**config.mk**
```make
export PLATFORM = sky130hd
export DESIGN_NAME = distance_averager
export DESIGN_NICKNAME = d
export VERILOG_FILES = /design/src/rtl/fm_pkg.sv /design/src/rtl/dist_sample_buf.sv /design/src/rtl/distance_averager.sv
export SDC_FILE = /design/constraint.sdc
export NUM_CORES = 1
export LEC_CHECK = 0
export CAP_MARGIN = 20
export CORE_MARGIN = 3
export CORE_UTILIZATION = 60
export CTS_BUF_LIST = sky130_fd_sc_hd__clkbuf_8
export DETAILED_ROUTE_END_ITERATION = 8
export HOLD_SLACK_MARGIN = 0.15
export PLACE_DENSITY_LB_ADDON = 0.08
export SLEW_MARGIN = 20
export SYNTH_ARGS = -nofsm -noshare
export SYNTH_HDL_FRONTEND = slang
export SYNTH_SLANG_ARGS = --single-unit
```
**constraint.sdc**
```tcl
create_clock -name clk -period 5.5 [get_ports clk]
set_clock_uncertainty 0.15 [all_clocks]
set_input_delay 1.375 -clock clk [delete_from_list [all_inputs] [get_ports clk]]
set_output_delay 1.375 -clock clk [all_outputs]
set_load 0.05 [all_outputs]
```
**src/rtl/fm_pkg.sv**
```systemverilog
// ---------------------------------------------------------------------------
// fm_pkg -- shared definitions for the FM distance path.
//   The distance averager, the FM DAC and the distance-to-frequency-step
//   table all import this package.
//   WIDTH       : bit width of a distance sample / averaged distance
//   MAX_DIST    : largest distance the frequency-step table covers
//   avg_state_t : averager FSM states (FILL while the window is filling,
//                 RUN once it holds a full window)
// ---------------------------------------------------------------------------
package fm_pkg;

  localparam int WIDTH    = 13;
  localparam int MAX_DIST = 2000;

  typedef enum logic {
    FILL = 1'b0,
    RUN  = 1'b1
  } avg_state_t;

endpackage : fm_pkg

```
**src/rtl/dist_sample_buf.sv**
```systemverilog
// ---------------------------------------------------------------------------
// dist_sample_buf -- circular sample store for distance_averager.
//   Synchronous write port, combinational (asynchronous) read port.
//   Ports:
//     clk     : system clock, write on rising edge
//     wr_en   : write strobe
//     wr_addr : write address
//     wr_data : sample to store
//     rd_addr : read address
//     rd_data : stored sample at rd_addr, combinational
// ---------------------------------------------------------------------------
module dist_sample_buf #(
  parameter int WIDTH      = 13,
  parameter int LOG2_DEPTH = 4
) (
  input  logic                  clk,
  input  logic                  wr_en,
  input  logic [LOG2_DEPTH-1:0] wr_addr,
  input  logic [WIDTH-1:0]      wr_data,
  input  logic [LOG2_DEPTH-1:0] rd_addr,
  output logic [WIDTH-1:0]      rd_data
);

  logic [WIDTH-1:0] mem [2**LOG2_DEPTH];

  // NOTE: the array has no reset on purpose; a resettable memory cannot map
  // onto RAM/LUTRAM. Stale entries are harmless because the averager never
  // subtracts an entry it has not rewritten since the last flush or reset.
  always_ff @(posedge clk) begin
    if (wr_en) begin
      mem[wr_addr] <= wr_data;
    end
  end

  assign rd_data = mem[rd_addr];

endmodule : dist_sample_buf

```
**src/rtl/distance_averager.sv**
```systemverilog
// ---------------------------------------------------------------------------
// distance_averager -- moving average of raw distance samples over a
// 2**LOG2_DEPTH-sample window, clamped to MAX_DIST, for the FM DAC.
//   Ports:
//     clk             : system clock, rising edge
//     reset_n         : asynchronous active-low reset
//     enable          : when low all state holds and inputs are ignored
//     flush           : synchronous clear of the window (qualified by enable)
//     sample_valid    : raw sample present this cycle
//     sample          : raw unsigned distance sample
//     distance        : averaged, clamped distance (0 until the window fills)
//     distance_valid  : high while a full window is held
//     distance_update : one-cycle strobe when distance is newly loaded
// ---------------------------------------------------------------------------
module distance_averager
  import fm_pkg::*;
#(
  parameter int WIDTH      = fm_pkg::WIDTH,
  parameter int LOG2_DEPTH = 4,
  parameter int MAX_DIST   = fm_pkg::MAX_DIST
) (
  input  logic             clk,
  input  logic             reset_n,
  input  logic             enable,
  input  logic             flush,
  input  logic             sample_valid,
  input  logic [WIDTH-1:0] sample,
  output logic [WIDTH-1:0] distance,
  output logic             distance_valid,
  output logic             distance_update
);

  localparam int DEPTH = 2**LOG2_DEPTH;
  localparam int SUM_W = WIDTH + LOG2_DEPTH;

  avg_state_t            state;
  logic [SUM_W-1:0]      sum;
  logic [LOG2_DEPTH-1:0] fill_cnt;
  logic [LOG2_DEPTH-1:0] wr_ptr;

  logic                  accept;
  logic [WIDTH-1:0]      sample_clamped;
  logic [WIDTH-1:0]      oldest;
  logic [WIDTH-1:0]      sub_term;
  logic [SUM_W-1:0]      sum_next;
  logic                  last_fill;
  logic                  load_dist;

  assign accept         = enable & sample_valid & ~flush;
  assign sample_clamped = (sample > WIDTH'(MAX_DIST)) ? WIDTH'(MAX_DIST) : sample;

  // While filling, the slot at wr_ptr may hold a sample from before the last
  // flush, so it must not leave the sum.
  assign sub_term  = (state == RUN) ? oldest : '0;
  // SUM_W bits hold DEPTH full-scale samples, so this never wraps.
  assign sum_next  = sum + SUM_W'(sample_clamped) - SUM_W'(sub_term);
  assign last_fill = (fill_cnt == LOG2_DEPTH'(DEPTH - 1));
  // The acceptance that completes the window loads distance as well.
  assign load_dist = accept & ((state == RUN) | last_fill);

  dist_sample_buf #(
    .WIDTH      (WIDTH),
    .LOG2_DEPTH (LOG2_DEPTH)
  ) u_buf (
    .clk     (clk),
    .wr_en   (accept),
    .wr_addr (wr_ptr),
    .wr_data (sample_clamped),
    .rd_addr (wr_ptr),
    .rd_data (oldest)
  );

  // NOTE: every register below is assigned with <= so that each one samples
  // the pre-edge value of the others; blocking = here would create
  // order-dependent, simulation-vs-synthesis mismatches.
  always_ff @(posedge clk or negedge reset_n) begin
    if (!reset_n) begin
      state           <= FILL;
      sum             <= '0;
      fill_cnt        <= '0;
      wr_ptr          <= '0;
      distance        <= '0;
      distance_valid  <= 1'b0;
      distance_update <= 1'b0;
    end else begin
      distance_update <= 1'b0;
      if (enable) begin
        if (flush) begin
          state          <= FILL;
          sum            <= '0;
          fill_cnt       <= '0;
          wr_ptr         <= '0;
          distance       <= '0;
          distance_valid <= 1'b0;
        end else if (accept) begin
          sum    <= sum_next;
          wr_ptr <= wr_ptr + 1'b1;
          if (state == FILL) begin
            fill_cnt <= fill_cnt + 1'b1;
            if (last_fill) begin
              state <= RUN;
            end
          end
          if (load_dist) begin
            distance        <= sum_next[LOG2_DEPTH +: WIDTH];
            distance_valid  <= 1'b1;
            distance_update <= 1'b1;
          end
        end
      end
    end
  end

endmodule : distance_averager

```
* After elaboration in Yosys (flattened, before gate mapping) *
Memories as Yosys holds them, arrays and structs flattened.
Cells that the tools add are included.

storage, ports and cells
  memory bits (writable) = 208
  flip-flop bits (word level) = 41
  memories kept = 1
  output and inout port bits = 15
  input bits = 18

cells by class
  $lt $le $gt $ge = 1
  multiplexer cells = 25
  equal/unequal tests = 2
  bitwise logic cells = 5
  reductions and logical operators = 5
  add/sub/neg operators = 4

memory list
  name       depth  width  rd ports  clocked after memory_dff  wr ports  RTL line               source
  u_buf.mem  16     13     1         0                         1         dist_sample_buf.sv:24  logic [WIDTH-1:0] mem [2**LOG2_DEPTH];

operator list
  cell                    number
  $mux W13                5
  $mux W17                2
  $mux W4                 5
  $add A17 B13 Y17        1
  $sub A17 B13 Y17        1
  $gt A13 B11 Y1 const B  1
  $mux W1                 13
  $add A4 B1 Y4 const B   2
  $reduce_and A3 Y1       2
  $eq A4 B4 Y1 const B    1
  $reduce_bool A2 Y1      2
  $and A1 B1 Y1           3
  $ne A2 B2 Y1 const B    1
  $reduce_and A2 Y1       1
  $not A1 Y1              1
  $or A1 B1 Y1            1

* Logic depth before layout (Yosys ltp) *
Gate-level depths: netlist of run 1.

  word-level depth = 7
  depth in mapped cells = 17
  mapped depth without buffers = 17

* Cells and area by module *
From an unflattened synthesis of run 1, not the netlist that was laid out.

second synthesis, totals
  cells, all modules = 685
  area total of the unflattened synthesis = 10974.3 µm²

by module, submodules not included
  module             cells each  area each (µm²)  sequential area each (µm²)  times used
  dist_sample_buf    342         7982.7           6246.0                      1
  distance_averager  343         2991.6           1026.0                      1

* Least setup slack after synthesis of run 1 *
No wires, ideal clock.

  path type = in2reg
  from = input port sample[0]
  to = register distance[10]
  arrival = 4.633 ns
  data required time = 5.218 ns
  stages on the path = 17
  setup time = 0.132 ns
  path slack = 0.585 ns
  cells stage by stage = or4_1 a21oi_1 nor3_1 nor2_1 and2_1 inv_1 ha_1 inv_1 ha_1 inv_1 fa_1 nor2b_1 o31ai_1 a2111oi_0 nor3_1 xnor2_1 o21ai_1

on the way
  cells in the longest elaborated chain, start to end = 7

ends and longest elaborated chain
  element                 RTL line                  source
  start: declaration      distance_averager.sv:27   input logic [WIDTH-1:0] sample,
  $gt A13 B11 Y1          distance_averager.sv:50   assign sample_clamped = (sample > WIDTH'(MAX_DIST)) ? WIDTH'(MAX_DIST) : sample;
  $mux W13 *              distance_averager.sv:50
  net sample_clamped[0]   distance_averager.sv:42   logic [WIDTH-1:0] sample_clamped;
  $add A17 B13 Y17 *      distance_averager.sv:56   assign sum_next = sum + SUM_W'(sample_clamped) - SUM_W'(sub_term);
  $sub A17 B13 Y17 *      distance_averager.sv:56
  $mux W13 *              distance_averager.sv:104  if (load_dist) begin
  $mux W13 *              distance_averager.sv:95   end else if (accept) begin
  $mux W13 *              distance_averager.sv:88   if (flush) begin
  end signal: assignment  distance_averager.sv:105  distance <= sum_next[LOG2_DEPTH +: WIDTH];
  end: declaration        distance_averager.sv:28   output logic [WIDTH-1:0] distance,

The timed path passes the listed nets; every way through them passes the cells marked *. The select of a mux whose other input is x is not followed.
A chain may end at the register's enable or synchronous reset.

* Worst setup path in the final report of run 1 *
  from = input port sample[0]
  to = register sum[14]

on the way
  cells in the longest elaborated chain, start to end = 6

ends and longest elaborated chain
  element                 RTL line                 source
  $gt A13 B11 Y1          distance_averager.sv:50
  $mux W13 *              distance_averager.sv:50
  net sample_clamped[0]   distance_averager.sv:42
  $add A17 B13 Y17 *      distance_averager.sv:56
  $sub A17 B13 Y17 *      distance_averager.sv:56
  $mux W17 *              distance_averager.sv:95
  $mux W17 *              distance_averager.sv:88
  end signal: assignment  distance_averager.sv:96  sum <= sum_next;
  end: declaration        distance_averager.sv:37  logic [SUM_W-1:0] sum;

Marked as above.

==> key figures, run 1 <==
Cells and area
  • Area growth from synthesis to layout: 13.6%
  • FILL cells: ~1,200
  • Ant diodes: 0
  • Layout Nets: 819
  • Fin util: 70.9%
  • Fin cells: roughly 1,000
  • Share of cells above drive strength 1: between 10% and 20%

GRT
  • Tot GR Track Use: 24.6%
  • First-pass GRT wire length: between 30,000 and 40,000 um
  • Number of global-route vias before repair: around 6,400
  • Largest net degree at the start of global routing: 42
  • Initial antenna violation count: 0
  • Overflow after GRT: 0

Route
  • Vias: 6,056
  • Met2 routed WL: ~11,000 um
  • Total length of routed met3 wires: 1730 um
  • Max Used Layer: met4
  • Initial drt markers: between 400 and 500
  • Routed Antenna Nets: 0
  • DRC: 0
  • Average wire per standard cell: 22.7 um
  • Via/cell ratio: 5.94
  • Wl on met1: 9610 um
  • Final wirelength: 23,200 um
  • First-pass DRT Iterations: 5

Die
  • Ports: 33
  • Starting Density: between 60% and 70%
  • Die area: 20,000 um^2
  • Placement row count: between 40 and 50
  • Die Y: 141 um
  • Core area: 17,700 um^2
  • Die width: 141 um

Worst hold path
  • Hold path depth: 2
  • HP Class: flip-flop to flip-flop

Worst setup path
  • Critical Path Start Type: input pin
  • Worst-path fanout max: 5
  • Worst Setup End Kind: flip-flop
  • R2r endpoint: distance[12]
  • Critical path type: input pin to flip-flop
  • Worst r2r src: wr_ptr[0]
  • Critical path destination: sum[14]
  • Slowest cell on crit path: or4_1
  • FF-to-FF path depth: 13
  • Flop2flop setup slack: 650 ps
  • CP delay by family, top: simple AND/OR/NAND/NOR gates
  • CP startpoint: sample[0]
  • Crit-path max cell delay: 510 ps
  • CP Buf/Inv Count: 5
  • CP dominant cell by count: inv_1
  • Critical path arrival: 5240 ps
  • Critical Path RT: 5760 ps
  • Cell depth of the worst setup path: 19
  • Crit path cell chain: clkdlybuf4s50_1, or4_1, a21oi_1, nor3_1, nor2_1, and2_1, inv_1, ha_1, inv_1, ha_1, inv_1, fa_1, nor2b_1, o31ai_1, buf_4, a2111oi_0, nor3_1, xnor2_1, o21ai_1

Pwr
  • VDD IR max: 0.262 mV
  • PD cells: ~400 nW/um^2
  • Leak: 0.00457 uW

Synth
  • Sequential fraction of the synthesis area: 66.0%
  • Post-synthesis simple-gate area fraction: 5.49%
  • Async S/R FF share, synth: 16.5%
  • Primary FF master, synth: edfxtp_1
  • Multiplexer area fraction after synthesis: 13.5%
  • Mapped Cells: 667
  • Synth warnings: 0
  • Post-synth EDFFs: 208
  • Adder-cell share of the synthesized area: 4.86%
  • Synthesis-stage register bit count: 249
  • Distinct cells, synth: 53
  • Largest family of logic cells by synthesized area: multiplexers
  • XOR/XNOR share of the synthesized area: 1.40%
  • Syn_area_per_cell: 16.5 um^2
  • Synth Cell Area: 11,000 um^2
  • Complex-gate fraction of the synthesized area: 5.28%

Timing
  • Worst hold margin: approximately 330 ps
  • Post-Route Setup TNS: 0 ps
  • Final Hold Viols: 0
  • Worst Tran Pin Value: 1030 ps
  • Post-route clock period utilization: between 90% and 100%
  • Max_slew headroom: 31.4%
  • Final setup fails: 0
  • Max Slew Vio Count: 0
  • Highest clock rate: 0.201 GHz
  • RSZ-0062 raised after global routing: no
  • Crit path time final: 4970 ps

Clock tree
  • CTS tree: yes
  • CTS buffer count: 39
  • Cts repair resizes: 0
  • Worst-Skew Late Latency: roughly 550 ps
  • Clock slew at reported path FFs: approximately 60 ps
  • # hold bufs at CTS: 0
  • H-tree levels: 2
  • Postcts setup bufs: 0
  • Clock tree buffer depth: 3
  • Root Driver: clkbuf_8
  • TritonCTS Sinks: ~250

Place
  • DP Cell Count: 950
  • I/O Buffers: 32
  • HPWL reported at the end of detailed placement: ~15,000 um
  • Gpl congestion: between 0.9 and 1

Flow run
  • Maxcap violations: 0

Outcome
  • Status: finished, final reports clean
-- cells by family (layout without fill, tap and decap cells) --
family,Yosys count,after routing
flip-flops,249,249
XOR/XNOR,16,16
buffers and inverters,89,184
other,2,34
multiplexers,67,67
AO/OA/AOI/OAI,90,90
adder cells (fa/ha/maj),35,35
AND/OR/NAND/NOR,119,119
-- registers in the layout, indices dropped and copies added, names as in the netlist --
name	count
distance	13
distance_update	1
distance_valid	1
fill_cnt	4
state	1
sum	17
u_buf.mem	208
wr_ptr	4
-- layout make-up --
cell class	count	area [um^2]	share of cell area (%)
well taps	225	282	2.25
clock inverters	25	124	0.990
inverters	62	233	1.86
multi-input cells	361	3490	27.9
repair buffers	53	498	3.98
clock buffers	44	606	4.84
flip-flops and latches	249	7280	58.2
-- synthesized netlist by cell type, types with 6 or more instances --
master      n  area [um^2]
clkbuf_1   18         67.6
dfrtp_1    41         1030
nand2_1    37          139
ha_1       22          275
and2_1     32          200
a22o_1     10         87.6
nor3_1      7         35.0
fa_1       13          260
nor2_1     15         56.3
and3_1      6         37.5
xor2_1      9         78.8
mux4_2     65         1460
o21ai_0    20          100
inv_1      60          225
edfxtp_1  208         6250
o21ai_1    10         50.1
a21oi_1    20          100
xnor2_1     6         52.6
-- per-layer routing --
layer	track usage [%]	vias up
met3	5.26	33
met5	0	-
met1	34.8	3095
met4	6.11	0
li1	-	2708
met2	40.0	220
-- worst min path at each step --
stage | endpoint | from
floorplan | sum[12] | sum[12]
global placement | distance_valid | distance_valid
detailed placement | sum[12] | sum[12]
CTS | sum[12] | sum[12]
global route | distance[7] | distance[7]
finish | distance[4] | distance[4]
-- power by group --
| part | total, uW | leakage, uW | switching (uW) | internal [uW] |
|---|---|---|---|---|
| clock network | 1440 | 0.000405 | 699 | 739 |
| registers | 2220 | 0.00241 | 88.6 | 2130 |
| logic | 1360 | 0.00176 | 752 | 611 |
-- per-stage QoR --
step	cell area, um^2	power [uW]	setup WS (ps)
3_5_place_dp	11800	3600	-30.7
5_1_grt	12500	5310	228
3_3_place_gp	11800	3580	157
2_1_floorplan	11100	3250	585
6_report	12500	5020	526
4_1_cts	12500	5040	535
-- worst register-to-register path, stage by stage, from the launching register on --
cell and delay, ps:
dfrtp_4 880, buf_12 310, mux4_2 570, mux4_2 500
and2_1 190, fa_1 470, inv_1 40, ha_1 400
a21oi_1 220, o21ai_0 160, a221o_1 360, a31oi_1 170
xnor3_1 230, o21ai_1 120
-- layout by cell type, fill, tap and decap left out, types with 3 or more instances in the layout --
cell type / Yosys / routed
conb_1: 2 / 34
xnor2_1: 6 / 6
o31ai_1: 5 / 5
a211oi_1: 5 / 5
edfxtp_1: 208 / 208
ha_1: 22 / 22
and3_1: 6 / 6
nand2_1: 37 / 37
clkdlybuf4s50_1: 0 / 31
nor3_1: 7 / 7
inv_1: 60 / 70
xor2_1: 9 / 9
nand3_1: 5 / 5
a21o_1: 3 / 3
mux4_2: 65 / 65
and2_1: 32 / 32
nor2_1: 15 / 15
o21ai_0: 20 / 20
o21ai_1: 10 / 9
nand4_1: 4 / 4
clkinv_1: 0 / 9
a22o_1: 10 / 10
dfrtp_1: 41 / 39
nand2b_1: 3 / 3
fa_1: 13 / 13
buf_4: 0 / 19
a21oi_1: 20 / 20
clkbuf_8: 0 / 44
Note: power is estimated with default switching activity, not from simulation.
==> run 2, diff against run 1 <==
--- a/config.mk
+++ b/config.mk
@@ -9,6 +9,7 @@
 export CORE_MARGIN = 3
 export CORE_UTILIZATION = 60
 export CTS_BUF_LIST = sky130_fd_sc_hd__clkbuf_8
+export CTS_CLUSTER_SIZE = 28
 export DETAILED_ROUTE_END_ITERATION = 8
 export HOLD_SLACK_MARGIN = 0.15
 export PLACE_DENSITY_LB_ADDON = 0.08
==> results of run 2 <==
Same layout as run 1: the final DEF is identical, and so are final timing and power.
==> run 3, diff against run 2 <==
--- a/config.mk
+++ b/config.mk
@@ -7,7 +7,7 @@
 export LEC_CHECK = 0
 export CAP_MARGIN = 20
 export CORE_MARGIN = 3
-export CORE_UTILIZATION = 60
+export CORE_UTILIZATION = 50
 export CTS_BUF_LIST = sky130_fd_sc_hd__clkbuf_8
 export CTS_CLUSTER_SIZE = 28
 export DETAILED_ROUTE_END_ITERATION = 8
==> run 3 against run 2 <==
Net effect:
- sequential power is essentially flat
- global-route usage shrank 3.4 points
- flip-flop and latch count is the same
- die area grew 19%
- worst setup slack lost 45 ps
- cell area grew 1.2%
- critical path depth shrank 3
==> key figures, run 3 (synthesis results as in run 1) <==
Route
  • Initial drt markers: 443 (-9.4%)
  • Vias: 6,115 (+0.97%)
  • Average wire per standard cell: 22.7 um (-0.23%)
  • Via/cell ratio: 5.66 (-4.7%)
  • Routed Antenna Nets: 0 (unchanged)
  • DRC: 0 (unchanged)
  • Final wirelength: 24,500 um (+5.7%)
  • First-pass DRT Iterations: 5 (unchanged)

Timing
  • Post-route clock period utilization: 91.2% (+0.81 points)
  • RSZ-0062 raised after global routing: no
  • Crit path time final: 5020 ps (+44.5 ps)
  • Final Hold Viols: 0 (unchanged)
  • Worst Tran Pin Value: 1000 ps (-28.6 ps)
  • Max Slew Vio Count: 0 (unchanged)
  • Max_slew headroom: 33.3% (+1.9 points)
  • Worst hold margin: 332 ps (+1.69 ps)
  • Final setup fails: 0 (unchanged)
  • Highest clock rate: 0.199 GHz (-0.89%)

Pwr
  • VDD IR max: 0.183 mV (-30%)
  • Leak: 0.00466 uW (+1.8%)
  • Internal power: 3540 uW (+1.7%)
  • Combinational fraction of design power: 26.9% (-0.3 points)
  • Clock share of power: 29.6% (+0.9 points)
  • Sw frac: 30.5% (-0.18 points)
  • NetSw: 1550 uW (+0.87%)
  • PD cells: 402 nW/um^2 (+0.27%)
  • Pwr Total: 5090 uW (+1.5%)
  • Reg power frac: 43.5% (-0.7 points)

Place
  • HPWL reported at the end of detailed placement: 15,500 um (+3.9%)
  • Gpl congestion: 0.880 (-5.0%)
  • DP Cell Count: 1,009 (+6.2%)
  • I/O Buffers: 32 (unchanged)

GRT
  • Initial antenna violation count: 0 (unchanged)
  • Overflow after GRT: 0 (unchanged)
  • Tot GR Track Use: 21.2% (-3.4 points)
  • Largest net degree at the start of global routing: 42 (unchanged)
  • First-pass GRT wire length: 38,200 um (+4.0%)
  • Number of global-route vias before repair: 6,524 (+1.5%)

Worst setup path
  • Critical path type: input pin to flip-flop
  • CP startpoint: sample[0]
  • Worst-path fanout max: 5 (unchanged)
  • FF-to-FF path depth: 15 (+2)
  • Flop2flop setup slack: 780 ps (+130 ps)
  • Critical path arrival: 5280 ps (+40 ps)
  • Worst r2r src: wr_ptr[0]
  • Critical Path RT: 5760 ps (about the same)
  • Worst Setup End Kind: flip-flop
  • R2r endpoint: sum[14]
  • Critical Path Start Type: input pin

Die
  • Die Y: 154 um (+9.1%)
  • Ports: 33 (unchanged)
  • Placement row count: 53 (+10%)
  • Die width: 154 um (+9.1%)
  • Starting Density: 51.6% (-11 points)
  • Die area: 23,800 um^2 (+19%)
  • Core area: 21,400 um^2 (+21%)

Cells and area
  • Commonest non-fill, non-tap cells in the layout: edfxtp_1 (208), inv_1 (76), mux4_2 (65)
  • Layout Nets: 831 (+1.5%)
  • Largest regs: u_buf.mem (208), sum (17), distance (13)
  • Max reg flops: 208 (unchanged)
  • Largest Register: u_buf.mem
  • Fin cells: 1,080 (+6.0%)
  • Area growth from synthesis to layout: 14.9%
  • Fin util: 59.3% (-12 points)
  • Commonest non-fill, non-tap cell in the layout: edfxtp_1
  • Share of cells above drive strength 1: 19.0% (+0.74 points)
  • Ant diodes: 0 (unchanged)

Clock tree
  • CTS buffer count: 42 (+7.7%)
  • Cts repair resizes: 0 (unchanged)
  • CTS tree: yes
  • Worst-Skew Late Latency: 540 ps (about the same)
  • Postcts setup bufs: 0 (unchanged)
  • TritonCTS Sinks: 249 (unchanged)
  • Root Driver: clkbuf_8
  • H-tree levels: 2 (unchanged)
  • # hold bufs at CTS: 0 (unchanged)
  • Clock slew at reported path FFs: 60 ps (about the same)
  • Clock tree buffer depth: 3 (unchanged)

Worst hold path
  • HP Class: flip-flop to flip-flop
  • Hold Crit Start: distance[8]
  • Hold path depth: 2 (unchanged)
  • Endpoint, Worst Hold: distance[8]

Outcome
  • Status: finished, final reports clean

Flow run
  • Maxcap violations: 0 (unchanged)
==> run 3: power by group through the flow <==
stage                     sequential, uW  combinational [uW]  clock, uW
after floorplan                     2230                1030          0
after global placement              2250                1350          0
after detailed placement            2250                1370          0
after CTS                           2210                1370       1540
after global routing                2220                1530       1640
final                               2210                1370       1510
==> run 3: stage by stage <==
step	instance area (um^2)	setup TNS, ps	setup WS [ps]
floorplan	11100	0	585
global placement	11900	0	78.2
detailed placement	11900	-329	-70.1
CTS	12700	0	500
global route	12700	0	107
finish	12700	0	481
==> run 3: how the worst max path moves through the flow <==
stage | end | cells past startpoint | slack (ps)
6_report | distance[5] | 16 | 480
5_1_grt | sum[12] | 15 | 110
4_1_cts | sum[12] | 15 | 500
3_5_place_dp | sum[12] | 15 | -70
3_3_place_gp | sum[12] | 15 | 80
2_1_floorplan | distance[10] | 17 | 580
==> run 3: layer usage <==
metal  part of all wire (%)  wire, um  global-route usage [%]  vias to the layer above
li1                       -         -                       -                     2737
met1                     43     10600                    30.6                     3150
met5                      0         0                       0                        -
met3                    6.3      1540                    3.78                       34
met4                    2.0       487                    5.59                        0
met2                     49     11900                    34.0                      194
==> run 3: cell type report <==
type,instances,area [um^2]
tap,275,344
clock inverter,26,141
clock buffer,45,619
sequential,249,7280
multi-input combinational,361,3490
inverter,62,233
timing repair buffer,62,553
fill,1622,8690
==> run 3: worst max-delay path, cell delays in order <==
cell and delay, ps:
clkdlybuf4s50_1 430, or4_1 540, a21oi_1 160, nor3_1 80, nor2_1 220, nand2_1 150, fa_1 520, inv_1 50
ha_1 300, buf_4 150, o21ai_0 360, o21ai_1 130, a221o_1 310, a21oi_1 170, xor2_1 230, o21ai_1 100
==> RTL edit 1, RTL diff (settings of run 3) <==
`LOG2_DEPTH` is set to 4 in 2 places; all go to 3.
--- a/src/rtl/dist_sample_buf.sv
+++ b/src/rtl/dist_sample_buf.sv
@@ -11,7 +11,7 @@
 // ---------------------------------------------------------------------------
 module dist_sample_buf #(
   parameter int WIDTH      = 13,
-  parameter int LOG2_DEPTH = 4
+  parameter int LOG2_DEPTH = 3
 ) (
   input  logic                  clk,
   input  logic                  wr_en,
--- a/src/rtl/distance_averager.sv
+++ b/src/rtl/distance_averager.sv
@@ -16,7 +16,7 @@
   import fm_pkg::*;
 #(
   parameter int WIDTH      = fm_pkg::WIDTH,
-  parameter int LOG2_DEPTH = 4,
+  parameter int LOG2_DEPTH = 3,
   parameter int MAX_DIST   = fm_pkg::MAX_DIST
 ) (
   input  logic             clk,
Behaviour: not the same (Yosys sat finds a counterexample within 10 cycles, from zero or initial values and one cycle with reset_n low).
==> RTL edit 1 against run 3 <==
- die area shrank 37%
- first-iteration DRC count fell by 34%
- power fell by 34%
- worst setup slack lost 0.13 ns
- wire length decreased by 43%
- via count is 33% lower
- design area down 37%
- sequential cell count fell by 107
- sequential power fell by 40%
- synthesized cell count decreased by 24%
- area after synthesis fell by 38%
==> RTL edit 1: results (changes against run 3) <==
| Metric | Value |
|---|---|
| HPWL after detailed placement | 9.480 mm (-39%) |
| Vias per cell | 5.376 (-5.1%) |
| Arr. time, crit path | 5.38 ns (+0.10 ns) |
| Power per cell area | 427.0 mW/mm² (+6.2%) |
| DRT met1 WL | 6.112 mm (-42%) |
| EDFF count, synth | 104 (-50%) |
| Net count, final | 622 (-25%) |
| Reg2Reg Depth | 12 (-3) |
| Syn avg cell area | 13.46 µm² (-19%) |
| Vias in the first global route | 4151 (-36%) |
| Gr usage total | 0.2042 (-0.007932) |
| P_comb | 0.00119 W (-13%) |
| Setup ws final | 0.3493 ns (-0.1321 ns) |
| Sequential share of the synthesized area | 0.5960 (-0.06422) |
| WL met2 | 6.780 mm (-43%) |
| Status | complete, no violations |
| First-pass GRT wire length | 22.55 mm (-41%) |
| Post-Place Setup Slack | -0.09382 ns (-0.02376 ns) |
| Pleak | 3.067 nW (-34%) |
| M1 GR Usage | 0.2738 (-0.03203) |
| WL met3 | 633 µm (-59%) |
| H-tree levels | 4 (+2) |
| WL per Instance | 18.35 µm (-19%) |
| CTS max path bufs | 2 (-1) |
| Largest regs | u_buf.mem: 104 flops, sum: 16 flops, distance: 13 flops |
| Worst Hold Margin | 0.3327 ns (+0.0002540 ns) |
| Yosys cell types | 47 (-11%) |
| Post-Layout Cell Count | 761 (-30%) |
| Clock-pin slew on the worst setup and hold paths | 0.08 ns (+0.02 ns) |
| Switch share | 0.3531 (+0.04795) |
| Critical Path Start | sample[1] |
| Worst-skew pair later-pin latency | 0.45 ns (-0.09 ns) |
| Layout cells sized above 1 | 0.1590 (-0.03109) |
| Max stage delay on crit path | 0.51 ns (-0.03 ns) |
-- RTL edit 1: layout make-up --
class | instances | area [µm²] | area share
flip-flops and latches | 142 | 4076 | 0.5142
clock buffers | 17 | 234.0 | 0.02951
repair buffers | 53 | 473.0 | 0.05966
inverters | 62 | 232.7 | 0.02936
multi-input cells | 296 | 2521 | 0.3180
clock inverters | 15 | 170.2 | 0.02146
well taps | 176 | 220.2 | 0.02778
-- RTL edit 1: kinds of logic (layout without fill, tap and decap cells) --
group | count (synthesis) | count (layout) | synth area share
AOI/OAI and AO/OA | 78 | 78 | 0.07633
xor gates and xnor gates | 13 | 13 | 0.01666
adders and majority gates | 32 | 32 | 0.07285
buffers and inverters | 86 | 147 | 0.04832
DFF | 142 | 142 | 0.5960
muxes | 42 | 42 | 0.1093
other | 2 | 18 | 0.001099
and+or+nand+nor | 113 | 113 | 0.07945
==> RTL edit 2, RTL diff (settings of run 3) <==
Without the edit above. Add an input register stage for `enable`, `flush`, `sample_valid` and `sample`, with the module's reset; this delays them by one clock. Comments in the files are not updated.
--- a/src/rtl/distance_averager.sv
+++ b/src/rtl/distance_averager.sv
@@ -33,6 +33,25 @@
   localparam int DEPTH = 2**LOG2_DEPTH;
   localparam int SUM_W = WIDTH + LOG2_DEPTH;
 
+  logic enable_q;
+  logic flush_q;
+  logic sample_valid_q;
+  logic [WIDTH-1:0] sample_q;
+
+  always_ff @(posedge clk or negedge reset_n) begin
+    if (!reset_n) begin
+      enable_q       <= '0;
+      flush_q        <= '0;
+      sample_valid_q <= '0;
+      sample_q       <= '0;
+    end else begin
+      enable_q       <= enable;
+      flush_q        <= flush;
+      sample_valid_q <= sample_valid;
+      sample_q       <= sample;
+    end
+  end
+
   avg_state_t            state;
   logic [SUM_W-1:0]      sum;
   logic [LOG2_DEPTH-1:0] fill_cnt;
@@ -46,8 +65,8 @@
   logic                  last_fill;
   logic                  load_dist;
 
-  assign accept         = enable & sample_valid & ~flush;
-  assign sample_clamped = (sample > WIDTH'(MAX_DIST)) ? WIDTH'(MAX_DIST) : sample;
+  assign accept         = enable_q & sample_valid_q & ~flush_q;
+  assign sample_clamped = (sample_q > WIDTH'(MAX_DIST)) ? WIDTH'(MAX_DIST) : sample_q;
 
   // While filling, the slot at wr_ptr may hold a sample from before the last
   // flush, so it must not leave the sum.
@@ -84,8 +103,8 @@
       distance_update <= 1'b0;
     end else begin
       distance_update <= 1'b0;
-      if (enable) begin
-        if (flush) begin
+      if (enable_q) begin
+        if (flush_q) begin
           state          <= FILL;
           sum            <= '0;
           fill_cnt       <= '0;
Formal check against the unedited RTL: same outputs for any inputs over 4 cycles, from zero or initial values and one cycle with reset_n low; that may be too few to reach the edited logic, so the function may still have changed.
==> RTL edit 2 against run 3 <==
- power up 0.70%
- critical endpoint is now sum[16]
- sequential power is 6% higher
- hold slack hardly changed
- largest power group unchanged
- area after synthesis is 3.5% higher
- sequential cell count is 16 higher
- non-clock buffer count fell by 19
- design area up 2.1%
- critical path type is now reg -> reg
- worst setup slack better by 0.048 ns
- wire length up 2.2%
- count of clock-buffer cells in the layout is the same
==> RTL edit 2: results (changes against run 3) <==
| Metric | Value |
|---|---|
| Filler cell count | 1727 (+6.5%) |
| Layout cells sized above 1 | 0.1716 (-0.01846) |
| Asr flop ratio synth | 0.2151 (+0.05044) |
| Yosys cell types | 51 (-3.8%) |
| Sequential share of the synthesized area | 0.6731 (+0.01288) |
| Vias in the first global route | 6570 (+0.71%) |
| Num CTS Buffers | 44 (+4.8%) |
| DR iter-0 viols | 477 (+7.7%) |
| Largest regs | u_buf.mem: 208 flops, sum: 17 flops |
| GPL Wtd Cong | 0.8692 (-1.2%) |
| Top cells by area, synth | edfxtp_1 (55%), mux4_2 (13%), dfrtp_1 (13%) |
| Worst Hold Class | reg -> reg |
| DR vias | 6194 (+1.3%) |
| Gr usage total | 0.2126 (+0.0004592) |
| Routed WL | 25.03 mm (+2.2%) |
| VDD IR-drop max | 0.1961 mV (+7.3%) |
| Setup tns final | 0 ns (unchanged) |
| First-pass GRT wire length | 38.74 mm (+1.4%) |
| H-tree levels | 2 (unchanged) |
| Clock-pin slew on the worst setup and hold paths | 0.06 ns (about the same) |
| Net count, final | 832 (+0.12%) |
| # diodes | 0 (unchanged) |
| YS warnings | 0 (unchanged) |
| Pre-Repair DR Iteration Count | 7 (+2) |
| Pleak | 4.733 nW (+1.6%) |
| Antenna violations before repair | 0 (unchanged) |
| Most instantiated cells after synthesis | edfxtp_1 (208), mux4_2 (65), inv_1 (60) |
| Status | complete, no violations |
| CTS max path bufs | 3 (unchanged) |
| Worst-skew pair later-pin latency | 0.55 ns |
| IO buf count | 32 (unchanged) |
| Root buffer cell | clkbuf_8 |
| Largest net degree at the start of global routing | 35 (-17%) |
| Arr. time, crit path | 5.24 ns (-0.04 ns) |
| Setup bufs post-CTS | 0 (unchanged) |
| EDFF count, synth | 208 (unchanged) |
| Worst-path maximum fanout | 31 (+26) |
| Post-CTS Resized | 0 (unchanged) |
| HPWL after detailed placement | 15.23 mm (-2.0%) |
| Max_slew headroom | 0.2947 (-0.03787) |
## RTL edit 2: worst max-delay path, stage by stage, from the launching register on
cell       delay (ns)
dfrtp_4          0.85
buf_12           0.29
mux4_2           0.52
mux4_2           0.52
and2_1           0.20
fa_1             0.48
inv_1            0.04
ha_1             0.41
nand4_1          0.19
nor3_1           0.24
o211ai_1         0.19
and4_1           0.25
a2111oi_0        0.37
nand3_1          0.12
## RTL edit 2: final cells by class
type	count	area, µm²	share of cell area
timing repair buffer	43	410.4	0.03173
clock inverter	32	153.9	0.01190
sequential	265	7677	0.5937
clock buffer	45	619.3	0.04789
inverter	61	229.0	0.01771
multi-input combinational	364	3492	0.2700
tap	280	350.3	0.02709
## RTL edit 2: kinds of logic (layout without fill, tap and decap cells)
| family | after synthesis | after routing | synth area share |
|---|---|---|---|
| AND/OR/NAND/NOR | 124 | 124 | 0.05500 |
| other | 2 | 34 | 0.0006589 |
| XOR/XNOR | 15 | 15 | 0.01153 |
| adder cells (fa/ha/maj) | 35 | 35 | 0.04698 |
| AO/OA/AOI/OAI | 89 | 89 | 0.05094 |
| buffers and inverters | 88 | 181 | 0.03139 |
| multiplexers | 67 | 67 | 0.1304 |
| flip-flops | 265 | 265 | 0.6731 |
## RTL edit 2: power by group
part | internal, W | leakage [nW] | total, W | switching (W)
Clock | 0.000766 | 0.457 | 0.00153 | 0.000761
Sequential | 0.00225 | 2.60 | 0.00235 | 0.0000995
Combinational | 0.000548 | 1.68 | 0.00125 | 0.000705
Total | 0.00356 | 4.73 | 0.00513 | 0.00156
## RTL edit 2: final timing paths
| kind | from | endpoint | slack, ns | depth (start not counted) |
|---|---|---|---|---|
| hold / removal | sum[7] | sum[7] | 0.33 | 2 |
| hold reg to reg | sum[7] | sum[7] | 0.33 | 2 |
| max in group asynchronous | reset_n | wr_ptr[0] | 3.66 | 2 |
| min in group asynchronous | reset_n | sample_q[0] | 0.67 | 1 |
| setup / recovery | wr_ptr[0] | sum[16] | 0.53 | 13 |
| setup reg to reg | wr_ptr[0] | sum[16] | 0.53 | 13 |
## RTL edit 2: through the flow
stage	area [µm²]	std cells	power, W	hold slack [ns]	worst slack [ns]
after global placement	12160	1013	0.003599	0.3111	0.6116
after detailed placement	12160	1013	0.003629	0.3182	0.5249
after floorplan	11520	717	0.003303	0.2985	1.086
final	12930	1090	0.005127	0.3320	0.5291
after CTS	12930	1090	0.005171	0.3310	0.5042
after global routing	12930	1090	0.005419	0.3603	0.1450
## RTL edit 2: layer usage
metal,vias to the layer above,GRT usage,share of wire
met2,203,0.3426,0.49
met4,0,0.06920,0.024
met1,3179,0.2980,0.42
li1,2760,-,-
met3,52,0.03849,0.061
met5,-,0,0
